### src/rtl/serial_bit_feeder_if.sv
// Load handshake and serial-stream signals of the serial bit feeder.
// master drives words and pacing; slave is the feeder itself.
interface serial_bit_feeder_if #(
  parameter int WIDTH = 8
);
  logic [WIDTH-1:0] load_data;
  logic             load_valid;
  logic             load_ready;
  logic             shift_en;
  logic             x_out;
  logic             x_valid;
  logic             frame_start;

  modport master (
    output load_data,
    output load_valid,
    output shift_en,
    input  load_ready,
    input  x_out,
    input  x_valid,
    input  frame_start
  );

  modport slave (
    input  load_data,
    input  load_valid,
    input  shift_en,
    output load_ready,
    output x_out,
    output x_valid,
    output frame_start
  );
endinterface

### src/rtl/serial_bit_feeder.sv
// Parallel-to-serial feeder with a one-word hold buffer; first bit appears the cycle after acceptance.
// Backpressure: load_ready drops while the hold buffer is full; shift_en=0 freezes the stream.
module serial_bit_feeder #(
  parameter int WIDTH      = 8,
  parameter bit MSB_FIRST  = 1'b1,
  parameter bit IDLE_LEVEL = 1'b0,
  parameter int CNT_W      = 8
) (
  input  logic                 clock,
  input  logic                 reset,
  serial_bit_feeder_if.slave   bus,
  output logic                 busy,
  output logic [CNT_W-1:0]     word_count
);

  localparam int BC_W = (WIDTH > 1) ? $clog2(WIDTH) : 1;
  localparam logic [BC_W-1:0] LAST_BIT = BC_W'(WIDTH - 1);

  typedef enum logic {
    IDLE,
    SHIFT
  } state_t;

  state_t           state_q, state_d;
  logic [WIDTH-1:0] shreg_q, shreg_d;
  logic [BC_W-1:0]  bit_cnt_q, bit_cnt_d;
  logic [WIDTH-1:0] hold_data_q, hold_data_d;
  logic             hold_full_q, hold_full_d;
  logic [CNT_W-1:0] word_count_q, word_count_d;

  logic             accept;
  logic             on_last_bit;
  logic             advance;
  logic             shifter_free;
  logic [WIDTH-1:0] shreg_shifted;

  always_ff @(posedge clock or negedge reset) begin
    if (!reset) begin
      state_q      <= IDLE;
      shreg_q      <= '0;
      bit_cnt_q    <= '0;
      hold_data_q  <= '0;
      hold_full_q  <= 1'b0;
      word_count_q <= '0;
    end else begin
      state_q      <= state_d;
      shreg_q      <= shreg_d;
      bit_cnt_q    <= bit_cnt_d;
      hold_data_q  <= hold_data_d;
      hold_full_q  <= hold_full_d;
      word_count_q <= word_count_d;
    end
  end

  // Shift toward whichever end feeds x_out.
  generate
    if (MSB_FIRST) begin : g_msb
      assign shreg_shifted = {shreg_q[WIDTH-2:0], 1'b0};
    end else begin : g_lsb
      assign shreg_shifted = {1'b0, shreg_q[WIDTH-1:1]};
    end
  endgenerate

  always_comb begin
    state_d      = state_q;
    shreg_d      = shreg_q;
    bit_cnt_d    = bit_cnt_q;
    hold_data_d  = hold_data_q;
    hold_full_d  = hold_full_q;
    word_count_d = word_count_q;

    accept       = bus.load_valid && !hold_full_q;
    on_last_bit  = (state_q == SHIFT) && (bit_cnt_q == LAST_BIT);
    advance      = (state_q == SHIFT) && bus.shift_en;
    shifter_free = (state_q == IDLE) || (on_last_bit && bus.shift_en);

    if (advance) begin
      if (!on_last_bit) begin
        shreg_d   = shreg_shifted;
        bit_cnt_d = bit_cnt_q + 1'b1;
      end else begin
        word_count_d = word_count_q + 1'b1;
        bit_cnt_d    = '0;
        if (hold_full_q) begin
          shreg_d     = hold_data_q;
          hold_full_d = 1'b0;
        end else if (!accept) begin
          state_d = IDLE;
        end
      end
    end

    // accept implies the hold buffer is empty, so it never collides with the hold->shreg move.
    if (accept) begin
      if (shifter_free) begin
        shreg_d   = bus.load_data;
        bit_cnt_d = '0;
        state_d   = SHIFT;
      end else begin
        hold_data_d = bus.load_data;
        hold_full_d = 1'b1;
      end
    end
  end

  always_comb begin
    bus.load_ready  = !hold_full_q;
    bus.x_valid     = (state_q == SHIFT);
    bus.frame_start = (state_q == SHIFT) && (bit_cnt_q == '0);
    bus.x_out       = IDLE_LEVEL;
    if (state_q == SHIFT) begin
      bus.x_out = MSB_FIRST ? shreg_q[WIDTH-1] : shreg_q[0];
    end
    busy       = (state_q == SHIFT) || hold_full_q;
    word_count = word_count_q;
  end

endmodule

### src/flat_wrapper.sv
// flat-port wrapper written by rule: the top's interface ports become plain ports
module serial_bit_feeder_flat 
#(
  parameter int WIDTH      = 8,
  parameter bit MSB_FIRST  = 1'b1,
  parameter bit IDLE_LEVEL = 1'b0,
  parameter int CNT_W      = 8
)
  (clock, reset, busy, word_count, bus_load_data, bus_load_valid, bus_shift_en, bus_load_ready, bus_x_out, bus_x_valid, bus_frame_start);
  serial_bit_feeder_if #(.WIDTH(WIDTH)) bus_i ();
  input  logic clock;
  input  logic reset;
  output logic busy;
  output logic [CNT_W-1:0] word_count;
  input wire logic [$bits(bus_i.load_data)-1:0] bus_load_data;
  input wire logic [$bits(bus_i.load_valid)-1:0] bus_load_valid;
  input wire logic [$bits(bus_i.shift_en)-1:0] bus_shift_en;
  output wire logic [$bits(bus_i.load_ready)-1:0] bus_load_ready;
  output wire logic [$bits(bus_i.x_out)-1:0] bus_x_out;
  output wire logic [$bits(bus_i.x_valid)-1:0] bus_x_valid;
  output wire logic [$bits(bus_i.frame_start)-1:0] bus_frame_start;
  assign bus_i.load_data = bus_load_data;
  assign bus_i.load_valid = bus_load_valid;
  assign bus_i.shift_en = bus_shift_en;
  assign bus_load_ready = bus_i.load_ready;
  assign bus_x_out = bus_i.x_out;
  assign bus_x_valid = bus_i.x_valid;
  assign bus_frame_start = bus_i.frame_start;
  serial_bit_feeder #(.WIDTH(WIDTH), .MSB_FIRST(MSB_FIRST), .IDLE_LEVEL(IDLE_LEVEL), .CNT_W(CNT_W)) u_core (.clock(clock), .reset(reset), .bus(bus_i), .busy(busy), .word_count(word_count));
endmodule
### config.mk
export PLATFORM = sky130hd
export DESIGN_NAME = serial_bit_feeder_flat
export DESIGN_NICKNAME = d
export VERILOG_FILES = /design/src/rtl/serial_bit_feeder_if.sv /design/src/rtl/serial_bit_feeder.sv /design/src/flat_wrapper.sv
export SDC_FILE = /design/constraint.sdc
export NUM_CORES = 1
export LEC_CHECK = 0
export ABC_AREA = 1
export BUFFER_PORTS_ARGS = -buffer_cell sky130_fd_sc_hd__clkbuf_2
export CAP_MARGIN = 20
export CORE_ASPECT_RATIO = 1.5
export CORE_MARGIN = 1
export CORE_UTILIZATION = 50
export DETAILED_ROUTE_END_ITERATION = 7
export HOLD_SLACK_MARGIN = 0.06
export PLACE_DENSITY = 0.73
export SYNTH_ARGS = -nofsm -noshare
export SYNTH_HDL_FRONTEND = slang
export SYNTH_SLANG_ARGS = --single-unit
### constraint.sdc
create_clock -name clock -period 1.4 [get_ports clock]
set_input_delay 0.21 -clock clock [delete_from_list [all_inputs] [get_ports clock]]
set_output_delay 0.21 -clock clock [all_outputs]
set_load 0.02 [all_outputs]
Yosys cells after proc, flatten, opt, wreduce, memory -nomap -nowiden
Cells that the tools add are included.
{"block": "op_classes", "addsub": 2, "eq_ne": 1, "mux": 20, "n_bitwise": 2, "n_reduce_logical": 11}
{"cell": "8-bit two-way mux", "count": 5}
{"cell": "3-bit two-way mux", "count": 4}
{"cell": "1-bit two-way mux", "count": 11}
{"cell": "8-bit by 1-bit adder with 8-bit output, second input constant", "count": 1}
{"cell": "1-bit logical AND", "count": 5}
{"cell": "2-bit AND reduction", "count": 2}
{"cell": "3-bit by 1-bit adder with 3-bit output, second input constant", "count": 1}
{"cell": "3-bit equality test, second input constant", "count": 1}
{"cell": "3-bit logical NOT", "count": 1}
{"cell": "1-bit logical OR", "count": 2}
{"cell": "1-bit NOT", "count": 2}
{"cell": "1-bit logical NOT", "count": 1}
{"block": "totals", "reg_bits": 29, "input_bits": 12, "out_inout_bits": 13, "wordCells": 42}

Longest topological paths before layout
Gate-level depths: netlist of the first run.
{"block": "depth", "ltp_word": 8, "ltp_mapped": 8, "depth_no_buf": 8}

Worst setup path after synthesis of the first run
No wires, ideal clock.
{"block": "synth_timing", "kind": "flip-flop to flip-flop", "startpoint": "register u_core.bit_cnt_q[0]", "endpoint": "register u_core.hold_data_q[1]", "setup_ns": 0.117, "t_arrival_ns": 1.353, "t_required_ns": 1.283, "setup_slack_ns": -0.070, "stages_incl_launch_ff": 8, "cell_sequence": "dfrtp_1 -> ha_1 -> ha_1 -> nand3_4 -> nand2_4 -> nor2_4 -> buf_12 -> o21ai_2"}
{"block": "synth_between", "elab_chain_cells": 6}
{"element": "start: declaration", "line_no": "serial_bit_feeder.sv:26", "rtl": "logic [BC_W-1:0] bit_cnt_q, bit_cnt_d;"}
{"element": "start signal: assignment", "line_no": "serial_bit_feeder.sv:48", "rtl": "bit_cnt_q <= bit_cnt_d;"}
{"element": "3-bit equality test", "line_no": "serial_bit_feeder.sv:73", "rtl": "on_last_bit = (state_q == SHIFT) && (bit_cnt_q == LAST_BIT);"}
{"element": "1-bit logical AND", "line_no": "serial_bit_feeder.sv:73"}
{"element": "1-bit logical AND", "line_no": "serial_bit_feeder.sv:75", "rtl": "shifter_free = (state_q == IDLE) || (on_last_bit && bus.shift_en);"}
{"element": "1-bit logical OR", "line_no": "serial_bit_feeder.sv:75"}
{"element": "1-bit NOT (no line)"}
{"element": "2-bit AND reduction (no line)"}
{"element": "end signal: assignment", "line_no": "serial_bit_feeder.sv:49", "rtl": "hold_data_q <= hold_data_d;"}
{"element": "end: declaration", "line_no": "serial_bit_feeder.sv:27", "rtl": "logic [WIDTH-1:0] hold_data_q, hold_data_d;"}
No other way between the ends.
A chain may end at the register's enable or synchronous reset.

Final worst setup path of the first run
{"block": "layout_timing", "startpoint": "register u_core.bit_cnt_q[1]", "endpoint": "register u_core.hold_data_q[6]"}
The elaborated chain is that of the path after synthesis.

==> results.md, run 1 <==
- GPL Wtd Cong: 0.818
- Latest clock arrival within the worst-skew pair: 0.28 ns
- Synth Instances: 220
- Multi-input gate area: 878 um^2
- Slew HR: 0.739
- Initial DRC Count: 38
- CTS root buffer: clkbuf_8
- RR Startpoint: u_core.bit_cnt_q[1]
- Worst-path maximum fanout: 7
- Setup Viol. Count Final: 12
- Core area: 3220 um^2
- Placed Cells: 291
- Synth-to-layout area growth: 27.2%
- Max Cap Viol: 0
- Post-route setup TNS: -0.292 ns
- Drt pass-1 iters: 4
- Synth Net Count: 236
- Register bit total from synthesis: 29
- Routed via count: 1511
- ANT cells: 0
- Pwr Density: 1500 nW/um^2
- Die footprint: 3700 um^2
- Tightest Pin Transition: 0.392 ns
- Vias in the first global route: 1526
- LEAKAGE: 0.00118 uW
- Final Cycle Share: 1.03
- Nets: 281
- Filler cell count: 308
- Worst EP arrival: 1.62 ns
- Crit end category: register
- Share of layout cells above drive strength 1: 0.336
- CTS H-Tree Depth: 2
- Yosys warnings: 0
- Final WS setup: -0.0438 ns
- RSZ-0062 raised after global routing: yes
- Drt via density: 4.95
- Remaining Overflow, GRT: 0
- Row count: 25
- Die Ht: 74.0 um
- Failing checks: negative setup slack
- Worst Path Required: 1.57 ns
- Final core occ: 0.682
- Peak VDD IR: 1.06 mV
- CTS tree: built
- Number of buffers added on ports: 24
- Initial antenna violation count: 0
- EDFF count, synth: 0
- Final hold violations: 0
- CP max-delay cell: dfrtp_1
- First-pass GRT wire length: 6330 um
- Antenna Nets Post-Route: 0
- Status: finished with violations
- Chip width: 50.0 um
- Synth Flop Type: dfrtp_1
- Io pins: 25
- # clock sinks: 29
- Worst setup SP type: register
- Wirelength per Cell: 13.1 um
- Detailed placement HPWL: 2720 um
- Worst setup path start: u_core.bit_cnt_q[1]
- Clock skew: 0.00509 ns
- Yosys cell types: 26
- Slew Limit Fails: 0
- Hold_sp: bus_load_data[5]
- Worst hold path type: in2reg
- Mapped Area: 1730 um^2
- CTS buffer count: 5
- Min cycle time layout: 1.44 ns
- FMAX: 0.693 GHz
- Seq/Total Area, Yosys: 0.420
- Initial Util: 0.536
- Clock slew at reported path FFs: 0.06 ns
- GRT Overall Usage: 0.235
- Critical path class: reg2reg
- Final Power: 3290 uW
- Register area: 726 um^2
- CP max stage delay: 0.39 ns
- Cells along the critical path: ha_2, ha_4, nand3_4, nand2_4, nor2_4, clkbuf_16, o21ai_2
- Max clock buf depth: 2
- DRC viols: 0
- DRT Wirelength: 4010 um
- Largest net degree at the start of global routing: 30
- Fraction of registers with async set or reset after synthesis: 1.00
- Syn Area/Cell: 7.85 um^2
- Final Non-Filler Cells: 305
==> stage by stage <==
stage | setup WS [ns] | hold WS [ns] | area, um^2
6_report | -0.0438 | 0.144 | 2200
5_1_grt | -0.0930 | 0.147 | 2200
4_1_cts | -0.0944 | 0.134 | 2140
3_5_place_dp | -0.000149 | 0.245 | 1970
3_3_place_gp | 0.0430 | 0.243 | 1970
2_1_floorplan | 0.00392 | -0.0856 | 1740
==> cells by family (layout without fill, tap and decap cells) <==
group           count (synthesis)  in the layout  synth area share
buf+inv                        38             83             0.106
compound gates                 22             22            0.0841
flops                          29             29             0.420
xor+xnor                        3              3            0.0152
fa+ha+maj                       4              4            0.0290
simple gates                  124            124             0.346
==> layer usage <==
layer	routed length, um	GRT usage	vias up
met5	0	0	-
met4	93	0.124	0
met3	100	0.0491	9
met2	2230	0.459	27
met1	1580	0.224	710
li1	-	-	765
==> area by class of cell <==
cell class / instances / share of cell area
Sequential cell: 29 / 0.330
Multi-Input combinational cell: 153 / 0.400
Clock buffer: 7 / 0.0393
Tap cell: 40 / 0.0228
Timing Repair Buffer: 43 / 0.149
Inverter: 33 / 0.0587
==> cells in the mapped netlist (2+ instances only) <==
master   number  area (um^2)
nand2_1      79          297
inv_1        31          116
dfrtp_1      29          726
nand3_1      13         65.1
nor2_1       10         37.5
a21oi_1       8         40.0
nand3_2       7         70.1
o21ai_2       7         61.3
nand2_2       6         37.5
ha_1          4         50.1
buf_6         3         33.8
nand2_4       3         33.8
o21ai_0       3         15.0
inv_2         2         7.51
nor2_4        2         22.5
nor3_1        2         10.0
xor2_1        2         17.5
==> worst paths after layout <==
check	end	slack [ns]	cells after the start
hold / removal	u_core.hold_data_q[5]	0.14	3
min in group asynchronous	u_core.bit_cnt_q[1]	0.48	3
max in group asynchronous	u_core.shreg_q[7]	0.64	3
setup reg to reg	u_core.hold_data_q[6]	-0.04	7
setup / recovery	u_core.hold_data_q[6]	-0.04	7
hold reg to reg	u_core.word_count[3]	0.51	1
==> power by group <==
| group | internal [uW] | total (uW) | switching [uW] |
|---|---|---|---|
| Sequential | 1110 | 1290 | 185 |
| Combinational | 542 | 1290 | 749 |
| Clock | 389 | 703 | 314 |
==> timing repair <==
| item | CTS | global route |
|---|---|---|
| setup buffers | 2 | 3 |
| resized for setup | 17 | 5 |
| setup endpoints to repair | 7 | 23 |
| hold buffers | 1 | 0 |
| gates cloned | 0 | 1 |
| pin swaps | 4 | 4 |
| hold endpoints to repair | 29 | 0 |
==> placed cells by master, fill, tap and decap left out, types with 2 or more instances in the layout <==
cell type  netlist  final
a21oi_1          8      8
buf_12           1      2
buf_4            0     14
buf_6            3      2
clkbuf_2         0     22
clkbuf_8         0      6
dfrtp_1         29     29
ha_4             0      2
inv_1           31     30
inv_4            0      2
nand2_1         79     73
nand2_2          6     10
nand2_4          3      5
nand3_1         13     13
nand3_2          7      7
nor2_1          10     10
nor2_4           2      2
o21ai_0          3      3
o21ai_2          7      7
xor2_1           2      2
==> flip-flops by register name (all words and copies together), names as in the netlist <==
signal / cells
u_core.hold_data_q: 8
u_core.hold_full_q: 1
u_core.bus.x_valid: 1
u_core.bit_cnt_q: 3
u_core.word_count: 8
u_core.shreg_q: 8
==> worst max-delay path: cells and delay by family (launching register included) <==
| kind | cells | cell delay, ns |
|---|---|---|
| and+or+nand+nor | 3 | 0.32 |
| AOI/OAI and AO/OA | 1 | 0.06 |
| buffers and inverters | 1 | 0.19 |
| adders and majority gates | 2 | 0.38 |
| DFF | 1 | 0.39 |
(Power assumes the default switching activity.)
==> inputs of run 2 (changes only) <==
--- a/config.mk
+++ b/config.mk
@@ -10,10 +10,10 @@
 export CAP_MARGIN = 20
 export CORE_ASPECT_RATIO = 1.5
 export CORE_MARGIN = 1
-export CORE_UTILIZATION = 50
+export CORE_UTILIZATION = 43
 export DETAILED_ROUTE_END_ITERATION = 7
 export HOLD_SLACK_MARGIN = 0.06
-export PLACE_DENSITY = 0.73
+export PLACE_DENSITY = 0.64
 export SYNTH_ARGS = -nofsm -noshare
 export SYNTH_HDL_FRONTEND = slang
 export SYNTH_SLANG_ARGS = --single-unit
==> run 2 against run 1 <==
Against the previous run: the run still ends with negative setup slack left; clock-buffer cell count unchanged; routed wire length decreased by 8.9%; power increased by 0.61%; fmax decreased by 4.0%; die area increased by 16%; clock skew decreased by 0.0015 ns; non-clock buffer count increased by 5; core utilization decreased by 7.8 points.
==> results.md, run 2 (synthesis results as in run 1) <==
- Core area: 3750 um^2 (+16%)
- Slew HR: 0.750 (+0.0110)
- Vias in the first global route: 1468 (-3.8%)
- ANT cells: 0 (unchanged)
- # clock sinks: 29 (unchanged)
- Status: finished with violations
- Die footprint: 4280 um^2 (+16%)
- Setup Viol. Count Final: 18 (+6)
- Final Cycle Share: 1.07 (+0.0427)
- Cells along the critical path: buf_6, ha_4, ha_4, nand3_4, nand2_4, nor2_4, clkbuf_16, o21ai_2
- Worst setup SP type: register
- Max Cap Viol: 0 (unchanged)
- GRT Overall Usage: 0.199 (-0.0361)
- DRT Wirelength: 3650 um (-8.9%)
- Chip width: 53.7 um (+7.5%)
- Fin Hold WS: 0.139 ns (-0.00502 ns)
- CTS H-Tree Depth: 2 (unchanged)
- Top Family by Delay on Critical Path: flip-flops
- Pwr Density: 1460 nW/um^2 (-2.3%)
- Antenna Nets Post-Route: 0 (unchanged)
- R2R setup slack: -0.10 ns (-0.06 ns)
- Largest net degree at the start of global routing: 30 (unchanged)
- Critical path class: reg2reg
- Detailed placement HPWL: 2560 um (-5.9%)
- CP max-delay cell: dfrtp_1
- Worst hold path type: in2reg
- Wirelength per Cell: 11.7 um (-11%)
- Die Ht: 79.6 um (+7.6%)
- CTS tree: built
- Peak VDD IR: 1.03 mV (-2.6%)
- Initial DRC Count: 20 (-47%)
- Initial Util: 0.460 (-0.0755)
- CP dominant cell by count: ha_4
- Remaining Overflow, GRT: 0 (unchanged)
- Clock slew at reported path FFs: 0.06 ns (about the same)
- Final Power: 3310 uW (+0.61%)
- Worst r2r path cells: 8 (+1)
- Post-route setup TNS: -1.18 ns (-0.884 ns)
- GPL Wtd Cong: 0.816 (-0.23%)
- RSZ-0062 raised after global routing: yes
- Synth-to-layout area growth: 31.1%
- Max clock buf depth: 2 (unchanged)
- Nets: 286 (+1.8%)
- Worst-path maximum fanout: 7 (unchanged)
- Tightest Pin Transition: 0.376 ns (-0.0165 ns)
- Final core occ: 0.604 (-0.0783)
- WP buf/inv: 2 (+1)
- Most frequent cells in the layout: 77 x nand2_1, 29 x inv_1, 28 x dfrtp_1, 22 x clkbuf_2, 16 x buf_4
- Final hold violations: 0 (unchanged)
- First-pass GRT wire length: 6110 um (-3.6%)
- Number of buffers added on ports: 24 (unchanged)
- Share of layout cells above drive strength 1: 0.359 (+0.0234)
- Worst slack, placed: 0.00384 ns (+0.00399 ns)
- LEAKAGE: 0.00120 uW (+1.8%)
- Crit end category: register
- Min cycle time layout: 1.50 ns (+0.0598 ns)
- FMAX: 0.665 GHz (-4.0%)
- Failing checks: negative setup slack
- Slew Limit Fails: 0 (unchanged)
- Routed via count: 1497 (-0.93%)
- Worst Setup EP: u_core.hold_data_q[6]
- Row count: 27 (+8.0%)
- Reg2reg end: u_core.hold_data_q[6]
- Clock skew: 0.00355 ns (-0.00153 ns)
- DRC viols: 0 (unchanged)
- CP max stage delay: 0.38 ns (about the same)
- CTS root buffer: clkbuf_8
- RR Startpoint: u_core.bit_cnt_q[0]
- Final WS setup: -0.104 ns (-0.0598 ns)
- Worst EP arrival: 1.68 ns (+0.06 ns)
- Worst Path Required: 1.57 ns (about the same)
- Drt pass-1 iters: 5 (+1)
- CTS buffer count: 5 (unchanged)
- Drt via density: 4.78 (-3.5%)
- Initial antenna violation count: 0 (unchanged)
- Commonest non-fill, non-tap cell in the layout: nand2_1
- Io pins: 25 (unchanged)
- Crit path depth: 8 (+1)
- Latest clock arrival within the worst-skew pair: 0.28 ns (about the same)
- Worst setup path start: u_core.bit_cnt_q[0]
## run 2: worst min-delay path, delay by kind of cell
kind          cells  cell delay (ns)
simple gates      2             0.09
buf+inv           1             0.09
## run 2: worst min-delay path by stage
stage	depth (start not counted)	slack [ns]	end	start
6_report	3	0.14	u_core.shreg_q[1]	bus_load_data[1]
5_1_grt	3	0.15	u_core.hold_data_q[7]	bus_load_data[7]
4_1_cts	3	0.13	u_core.shreg_q[4]	bus_load_data[4]
3_5_place_dp	2	0.24	u_core.word_count[5]	reset
3_3_place_gp	2	0.25	u_core.word_count[5]	reset
2_1_floorplan	0	-0.09	u_core.bit_cnt_q[0]	reset
## run 2: timing repair
item,in CTS,in global routing
gates resized for setup,10,18
setup endpoints to repair,7,25
cloned,0,1
pin swaps,2,4
endpoints found under the hold margin,29,0
hold buffers,1,0
buffers inserted,6,2
## run 2: cell type report
| class | instances | area [um^2] |
|---|---|---|
| Tap cell | 43 | 53.8 |
| Inverter | 33 | 129 |
| Multi-Input combinational cell | 153 | 886 |
| Sequential cell | 29 | 727 |
| Timing Repair Buffer | 48 | 382 |
| Fill cell | 343 | 1490 |
| Clock buffer | 7 | 86.3 |
## run 2: metrics by stage
stage	instance area (um^2)	std cells
final	2260	313
after global routing	2260	313
after CTS	2180	310
after detailed placement	2000	296
after global placement	2000	296
after floorplan	1740	220
## run 2: routing by layer
layer / routed length (um) / vias up / GRT usage
met2: 1900 / 32 / 0.354
met1: 1550 / 682 / 0.211
li1: - / 775 / -
met4: 83 / 0 / 0.0868
met5: 0 / - / 0
met3: 120 / 8 / 0.0457
## run 2: report_power, final
part | total, uW | switching, uW | internal [uW]
Sequential | 1290 | 180 | 1110
Combinational | 1330 | 737 | 590
Clock | 691 | 302 | 389
Total | 3310 | 1220 | 2090
